## config.mk

```make
export PLATFORM = sky130hd
export DESIGN_NAME = vector_sweep_misr
export DESIGN_NICKNAME = d
export VERILOG_FILES = /design/src/rtl/vector_sweep_misr.sv
export SDC_FILE = /design/constraint.sdc
export NUM_CORES = 1
export LEC_CHECK = 0
export CAP_MARGIN = 20
export CORE_MARGIN = 5
export CORE_UTILIZATION = 47
export CTS_BUF_LIST = sky130_fd_sc_hd__clkbuf_8
export DETAILED_ROUTE_END_ITERATION = 7
export PLACE_DENSITY = 0.73
export SLEW_MARGIN = 20
export SYNTH_ARGS = -nofsm -noshare
export SYNTH_HDL_FRONTEND = slang
export SYNTH_SLANG_ARGS = --single-unit
export TNS_END_PERCENT = 30
```

## constraint.sdc

```tcl
create_clock -name clk -period 2.1 [get_ports clk]
set_input_delay 0.42 -clock clk [delete_from_list [all_inputs] [get_ports clk]]
set_output_delay 0.42 -clock clk [all_outputs]
set_load 0.05 [all_outputs]
```

## src/rtl/vector_sweep_misr.sv

```systemverilog
// vector_sweep_misr: applies every N-bit vector (binary or Gray order) to a
// DUT, holds each for HOLD cycles and folds the sampled response into a
// 16-bit MISR signature.
module vector_sweep_misr #(
  parameter int          N    = 5,
  parameter int          M    = 1,
  parameter int          HOLD = 2,
  parameter int          MODE = 0,
  parameter logic [15:0] SEED = 16'h0000
) (
  input  logic         clk,
  input  logic         rst,
  input  logic         start,
  input  logic         abort,
  input  logic [M-1:0] resp,
  output logic [N-1:0] vec,
  output logic         vec_valid,
  output logic         busy,
  output logic         done,
  output logic         aborted,
  output logic [15:0]  sig,
  output logic [N:0]   vec_count
);

  typedef enum logic [1:0] {IDLE, RUN, FINISH} state_t;

  localparam logic [7:0]   HOLD_LAST = 8'(HOLD - 1);
  localparam logic [N-1:0] IDX_LAST  = '1;
  localparam logic [N-1:0] IDX_ONE   = 1;
  localparam logic [N:0]   CNT_ONE   = 1;
  localparam logic [15:0]  POLY      = 16'h6801;

  state_t       state_q, state_d;
  logic [N-1:0] idx_q, idx_d;
  logic [7:0]   hold_q, hold_d;
  logic [15:0]  sig_q, sig_d;
  logic [N:0]   cnt_q, cnt_d;
  logic         abt_q, abt_d;

  logic [15:0]  resp_ext;
  logic [15:0]  misr_next;
  logic [N-1:0] vec_run;

  assign resp_ext  = 16'(resp);
  assign misr_next = {sig_q[14:0], 1'b0} ^ (sig_q[15] ? POLY : 16'h0000) ^ resp_ext;
  // Gray order flips exactly one input bit between consecutive vectors.
  assign vec_run   = (MODE == 1) ? (idx_q ^ (idx_q >> 1)) : idx_q;

  // Next-state: sweep sequencing, hold timing, sampling and abort handling.
  always_comb begin
    state_d = state_q;
    idx_d   = idx_q;
    hold_d  = hold_q;
    sig_d   = sig_q;
    cnt_d   = cnt_q;
    abt_d   = abt_q;
    case (state_q)
      IDLE: begin
        if (start) begin
          state_d = RUN;
          idx_d   = '0;
          hold_d  = '0;
          sig_d   = SEED;
          cnt_d   = '0;
          abt_d   = 1'b0;
        end
      end
      RUN: begin
        // Abort takes priority, even over the final sample of the sweep.
        if (abort) begin
          state_d = IDLE;
          abt_d   = 1'b1;
        end else if (hold_q == HOLD_LAST) begin
          sig_d  = misr_next;
          cnt_d  = cnt_q + CNT_ONE;
          hold_d = '0;
          if (idx_q == IDX_LAST) state_d = FINISH;
          else                   idx_d   = idx_q + IDX_ONE;
        end else begin
          hold_d = hold_q + 8'd1;
        end
      end
      FINISH:  state_d = IDLE;
      default: state_d = IDLE;
    endcase
  end

  // State register with synchronous reset.
  always_ff @(posedge clk) begin
    if (rst) begin
      state_q <= IDLE;
      idx_q   <= '0;
      hold_q  <= '0;
      sig_q   <= SEED;
      cnt_q   <= '0;
      abt_q   <= 1'b0;
    end else begin
      state_q <= state_d;
      idx_q   <= idx_d;
      hold_q  <= hold_d;
      sig_q   <= sig_d;
      cnt_q   <= cnt_d;
      abt_q   <= abt_d;
    end
  end

  assign busy      = (state_q == RUN);
  assign vec_valid = busy;
  assign done      = (state_q == FINISH);
  assign vec       = busy ? vec_run : '0;
  assign aborted   = abt_q;
  assign sig       = sig_q;
  assign vec_count = cnt_q;

endmodule

```

==> results of run 1 <==
-- how the worst max path moves through the flow --
stage                                 end              startpoint  cells after the start
floorplan           idx_q[1]$_SDFFE_PP0P_   idx_q[0]$_SDFFE_PP0P_                      7
global placement     sig[11]$_SDFFE_PP0P_                   abort                      5
detailed placement    sig[0]$_SDFFE_PP0P_  hold_q[1]$_SDFFE_PP0P_                      6
CTS                               sig[15]    sig[15]$_SDFFE_PP0P_                      1
global route        idx_q[1]$_SDFFE_PP0P_   idx_q[0]$_SDFFE_PP0P_                      7
finish              idx_q[1]$_SDFFE_PP0P_   idx_q[0]$_SDFFE_PP0P_                      7
-- cells by family after synthesis --
logic type	after synthesis	synth area share
buffers and inverters	14	0.0493
DFF	38	0.435
and+or+nand+nor	58	0.199
adders and majority gates	5	0.0357
xor gates and xnor gates	11	0.0550
muxes	2	0.0122
AOI/OAI and AO/OA	50	0.214
-- registers in the layout (all words and copies together), names as in the netlist --
register   cells
sig           16
hold_q         8
vec_count      6
idx_q          5
state_q        2
aborted        1
-- final cells by class --
type	count	area (µm²)	share of cell area
clock inverter	2	12.5	0.00539
inverter	3	11.3	0.00485
tap	48	60.1	0.0258
clock buffer	6	82.6	0.0355
sequential	38	761	0.327
multi-input combinational	126	913	0.393
timing repair buffer	45	483	0.208
-- power by group --
part	internal [mW]	total (mW)	switching (mW)
Combinational	0.0576	0.151	0.0936
Clock	0.264	0.531	0.267
Sequential	0.728	0.739	0.0102
-- routing by layer --
| layer | up-vias | part of all wire |
|---|---|---|
| met5 | - | 0 |
| met4 | 0 | 0.020 |
| met3 | 9 | 0.073 |
| met2 | 56 | 0.48 |
| met1 | 708 | 0.43 |
| li1 | 730 | - |
-- cell usage after synthesis (2+ instances only) --
master / instances / share of area
dfxtp_1: 38 / 0.43
a22o_1: 19 / 0.095
nor2_1: 11 / 0.024
a21oi_1: 8 / 0.023
a211oi_1: 7 / 0.030
and2_1: 7 / 0.025
xnor2_1: 7 / 0.035
nand2_1: 6 / 0.013
ha_1: 5 / 0.036
nand2b_1: 4 / 0.014
xor2_1: 4 / 0.020
a21o_1: 3 / 0.013
buf_2: 3 / 0.0086
buf_6: 3 / 0.019
inv_1: 3 / 0.0064
nand3_1: 3 / 0.0086
nor2b_1: 3 / 0.011
nor3_1: 3 / 0.0086
o21ai_0: 3 / 0.0086
or2_2: 3 / 0.011
or3_1: 3 / 0.011
or4_1: 3 / 0.013
a311oi_1: 2 / 0.010
buf_4: 2 / 0.0086
clkbuf_1: 2 / 0.0043
nand4_1: 2 / 0.0071
nor3b_1: 2 / 0.0086
o31ai_1: 2 / 0.0086
-- layout by cell type (no fill, tap or decap), types with 2 or more instances in the layout --
cell / n
nand3_1: 3
a22o_1: 19
a311oi_1: 2
or4_1: 3
ha_1: 5
nor3b_1: 2
and2_1: 7
nand4_1: 2
buf_12: 6
a21o_1: 3
nor3_1: 3
o31ai_1: 2
o21ai_0: 3
xnor2_1: 7
nand2_1: 6
inv_1: 3
a211oi_1: 7
buf_4: 12
or2_2: 3
or3_1: 3
xor2_1: 4
clkbuf_8: 6
clkdlybuf4s50_1: 26
dfxtp_1: 38
nor2_1: 11
nand2b_1: 4
nor2b_1: 2
a21oi_1: 8
-- worst register-to-register path, cell delays in order (launching register included) --
cell and delay (ns):
dfxtp_1 0.32, ha_1 0.22, and3_1 0.18, ha_1 0.20, or4_1 0.46, o21ai_2 0.19, a21oi_1 0.14, a22o_1 0.24
-- stage by stage --
| step | instance area, µm² | std cells | hold WS [ns] | util |
|---|---|---|---|---|
| after CTS | 2310 | 268 | 0.497 | 0.637 |
| after global placement | 2220 | 260 | 0.473 | 0.611 |
| final | 2320 | 268 | 0.493 | 0.639 |
| after floorplan | 1750 | 178 | 0.470 | - |
| after global routing | 2320 | 268 | 0.534 | 0.639 |
| after detailed placement | 2220 | 260 | 0.484 | 0.611 |
==> results.cfg, run 1 <==
[critical_path]
endpoint_kind = flop
rrSetupSlack_ns = 0.05
crit_arrival_ns = 2.24
worst-path-buf-inv = 0
crit_family = simple AND/OR/NAND/NOR gates
crit_fanout = 3
cpMostUsedCell = ha_1
path_class = flop to flop
r2r_start = idx_q[0]$_SDFFE_PP0P_
required_ns = 2.29
cpPeakStageDelay_ns = 0.46
reg2reg_to = idx_q[1]$_SDFFE_PP0P_
slowest_stage = or4_1
setup.worst_path.start_class = flop
r2r_cells = 7
crit_chain = ha_1, and3_1, ha_1, or4_1, o21ai_2, a21oi_1, a22o_1

[sta]
max_freq_mhz = 489
timing.final.ws_setup_ns = 0.0537
period_share = 0.974
fin_skew_ns = 0.00923
slew_violations = 0
rsz0062_at_grt = yes
slew_headroom = 0.658
finalSetupViolations = 0
fin_tns_setup_ns = 0
worstMarginPinSlew_ns = 0.512
hold_viol = 0
fin_crit_ns = 2.05

[clocking]
cts_setup_buffers = 0
cts.htree.levels = 2
clk_latency_ns = 0.30
cts_hold_buf = 0
ctsResizeCount = 1
clk_pin_slew_ns = 0.08
cts_sinks = 38
clk_path_buf_depth = 2
clock-root-buffer = clkbuf_8
cts_buffers = 5
cts_tree = built

[global_routing]
grt_max_degree = 19
gr-usage-met3 = 0.0696
grt_pass1_vias = 1525
met1_usage = 0.186
grt_use_total = 0.170
overflow = 0
grt.busiest_layer = met2
gr-usage-met2 = 0.277
grt_antenna_before_repair = 0
grt_pass1_wl_um = 6770

[min_path]
hp-class = flop to flop
min-delay-start = sig[8]$_SDFFE_PP0P_
worstHoldPathCells = 1
hold_path_end = sig[9]$_SDFFE_PP0P_

[routing]
drcViolationCount = 0
vias = 1503
ant_nets = 0
wirelength_um = 3990
wl_per_cell_um = 14.9
vias_per_cell = 5.61
drt_iter0_markers = 111
drt_first_pass_iters = 4

[die]
io_pins = 36
die_h_um = 71.0
rows = 22
die-area_um2 = 5040
core-area_um2 = 3630
die_x_um = 71.0
initial_utilization = 0.482

[logic_synthesis]
synth_edf_count = 0
seq_area_frac_synth = 0.435
synthFlopType = dfxtp_1
async_flop_share = 0
avgSynthCellArea_um2 = 9.83
ys_seq_elements = 38
syn_area_um2 = 1750
yosysWarnings = 0
synth_nets = 188
syn_inst = 178
synth_cell_types = 45

[cells_and_area]
final.fill_count = 307
area_growth_pct = 32.7
drive_above_1_share = 0.168
fin_nets = 229
diodes = 0

[place]
io_buffer_count = 35
place_ws_ns = -0.0353
hpwl_um = 2930
gp_congestion = 0.921

[power]
finalPower_mw = 1.42
p_per_area_nw_per_um2 = 611
leakagePower_nw = 0.909
peakVddDrop_v = 0.000405

[flow_run]
cap_violations = 0

[run_status]
status = complete, no violations
Power figures use the tool's default switching activity.
==> run 2: changes to the inputs <==
--- a/config.mk
+++ b/config.mk
@@ -10,7 +10,9 @@
 export CORE_UTILIZATION = 47
 export CTS_BUF_LIST = sky130_fd_sc_hd__clkbuf_8
 export DETAILED_ROUTE_END_ITERATION = 7
+export GPL_ROUTABILITY_DRIVEN = 0
 export PLACE_DENSITY = 0.73
+export SETUP_SLACK_MARGIN = 0.15
 export SLEW_MARGIN = 20
 export SYNTH_ARGS = -nofsm -noshare
 export SYNTH_HDL_FRONTEND = slang
==> results.cfg, run 2 (synthesized netlist as in run 1, its figures left out) <==
[critical_path]
crit_chain = clkdlybuf4s50_1
crit_fanout = 5
reg2reg_to = idx_q[4]$_SDFFE_PP0P_
slowest_stage = clkdlybuf4s50_1
crit_arrival_ns = 1.53
setup.worst_path.start_class = flop
rrSetupSlack_ns = 0.17
r2r_cells = 7
required_ns = 1.68
path_class = flop to output pin
worst-path-buf-inv = 1
r2r_start = idx_q[0]$_SDFFE_PP0P_
endpoint_kind = output pin
cpPeakStageDelay_ns = 0.83
critPathLaunch = vec_count[3]$_SDFFE_PP0P_
crit_family = buffers and inverters

[min_path]
hold_path_end = vec_count[5]$_SDFFE_PP0P_
min-delay-start = vec_count[5]$_SDFFE_PP0P_
worstHoldPathCells = 2
hp-class = flop to flop

[cells_and_area]
area_growth_pct = 34.8
regArea_um2 = 763
largest_reg_flops = 16
multi_input_area_um2 = 935
utilization = 0.649
final_cell_mix = 36 x dfxtp_1, 25 x clkdlybuf4s50_1, 19 x a22o_1, 16 x buf_4, 11 x nor2_1
fin_nets = 232
instances_no_fill = 271
final.fill_count = 308
layout_commonest_cell = dfxtp_1
drive_above_1_share = 0.202
diodes = 0

[clocking]
clock-root-buffer = clkbuf_8
cts_buffers = 5
cts_sinks = 38
clk_path_buf_depth = 2
cts_tree = built
clk_latency_ns = 0.29
clk_pin_slew_ns = 0.07
cts.htree.levels = 2

[sta]
slew_headroom = 0.659
rsz0062_at_grt = yes
fin_crit_ns = 1.95
finalSetupViolations = 0
worstMarginPinSlew_ns = 0.510
slew_violations = 0
period_share = 0.930
fin_skew_ns = 0.00770
max_freq_mhz = 512
hold_viol = 0

[die]
die_h_um = 71.0
die_x_um = 71.0
initial_utilization = 0.482
core-area_um2 = 3630
rows = 22
die-area_um2 = 5040
io_pins = 36

[power]
p_per_area_nw_per_um2 = 594
leakagePower_nw = 0.913
peakVddDrop_v = 0.000447

[routing]
drt_iter0_markers = 96
vias = 1502
drcViolationCount = 0
wl_per_cell_um = 14.6
drt_first_pass_iters = 4
ant_nets = 0
wirelength_um = 3950
vias_per_cell = 5.54

[place]
io_buffer_count = 35
dp_cells = 261
hpwl_um = 2850

[global_routing]
grt_antenna_before_repair = 0
grt_use_total = 0.168
grt_pass1_wl_um = 6840
overflow = 0
grt_pass1_vias = 1550
grt_max_degree = 19

[run_status]
status = complete, no violations

[flow_run]
cap_violations = 0
run 2: power breakdown:
| group | switching (mW) | leakage [nW] | internal, mW | total (mW) |
|---|---|---|---|---|
| Combinational | 0.0964 | 0.553 | 0.0653 | 0.162 |
| Clock | 0.241 | 0.0524 | 0.260 | 0.501 |
| Sequential | 0.00956 | 0.308 | 0.729 | 0.738 |
run 2: timing repair:
item                       in CTS  in global routing
gates resized for setup         6                  3
setup endpoints to repair       5                 32
setup buffers                   2                  0
cloned                          0                  0
pin swaps                       1                  2
hold buffers                    0                  0
hold endpoints to repair        0                  0
run 2: cell type report:
| cell class | count | area share |
|---|---|---|
| clock buffers | 6 | 0.0350 |
| clock inverters | 2 | 0.00371 |
| inverters | 3 | 0.00477 |
| multi-input cells | 126 | 0.396 |
| flip-flops and latches | 38 | 0.323 |
| well taps | 48 | 0.0255 |
| repair buffers | 48 | 0.212 |
run 2: worst max path at each step:
| stage | to | slack [ns] | depth (start not counted) |
|---|---|---|---|
| after global placement | sig[11]$_SDFFE_PP0P_ | 0.005 | 5 |
| final | vec_count[3] | 0.15 | 1 |
| after global routing | vec_count[3]$_SDFFE_PP0P_ | 0.09 | 7 |
| after detailed placement | sig[15]$_SDFFE_PP0P_ | -0.12 | 5 |
| after CTS | vec_count[3] | 0.15 | 1 |
| after floorplan | idx_q[1]$_SDFFE_PP0P_ | 0.13 | 7 |
run 2: through the flow:
step	worst slack [ns]	hold slack, ns	setup TNS (ns)	power, mW	instance area, µm²
floorplan	0.134	0.470	0	0.864	1760
global placement	0.00481	0.477	0	0.904	2230
detailed placement	-0.119	0.471	-1.80	0.909	2230
CTS	0.147	0.483	0	1.41	2360
global route	0.0938	0.514	0	1.47	2360
finish	0.147	0.480	0	1.40	2360
run 2: routing by layer:
layer  track usage  vias up  wire [µm]
met1         0.205      717       1830
met5             0        -          0
met2         0.272       38       1860
met3        0.0625        7        193
met4        0.0626        0         58
li1              -      740          -
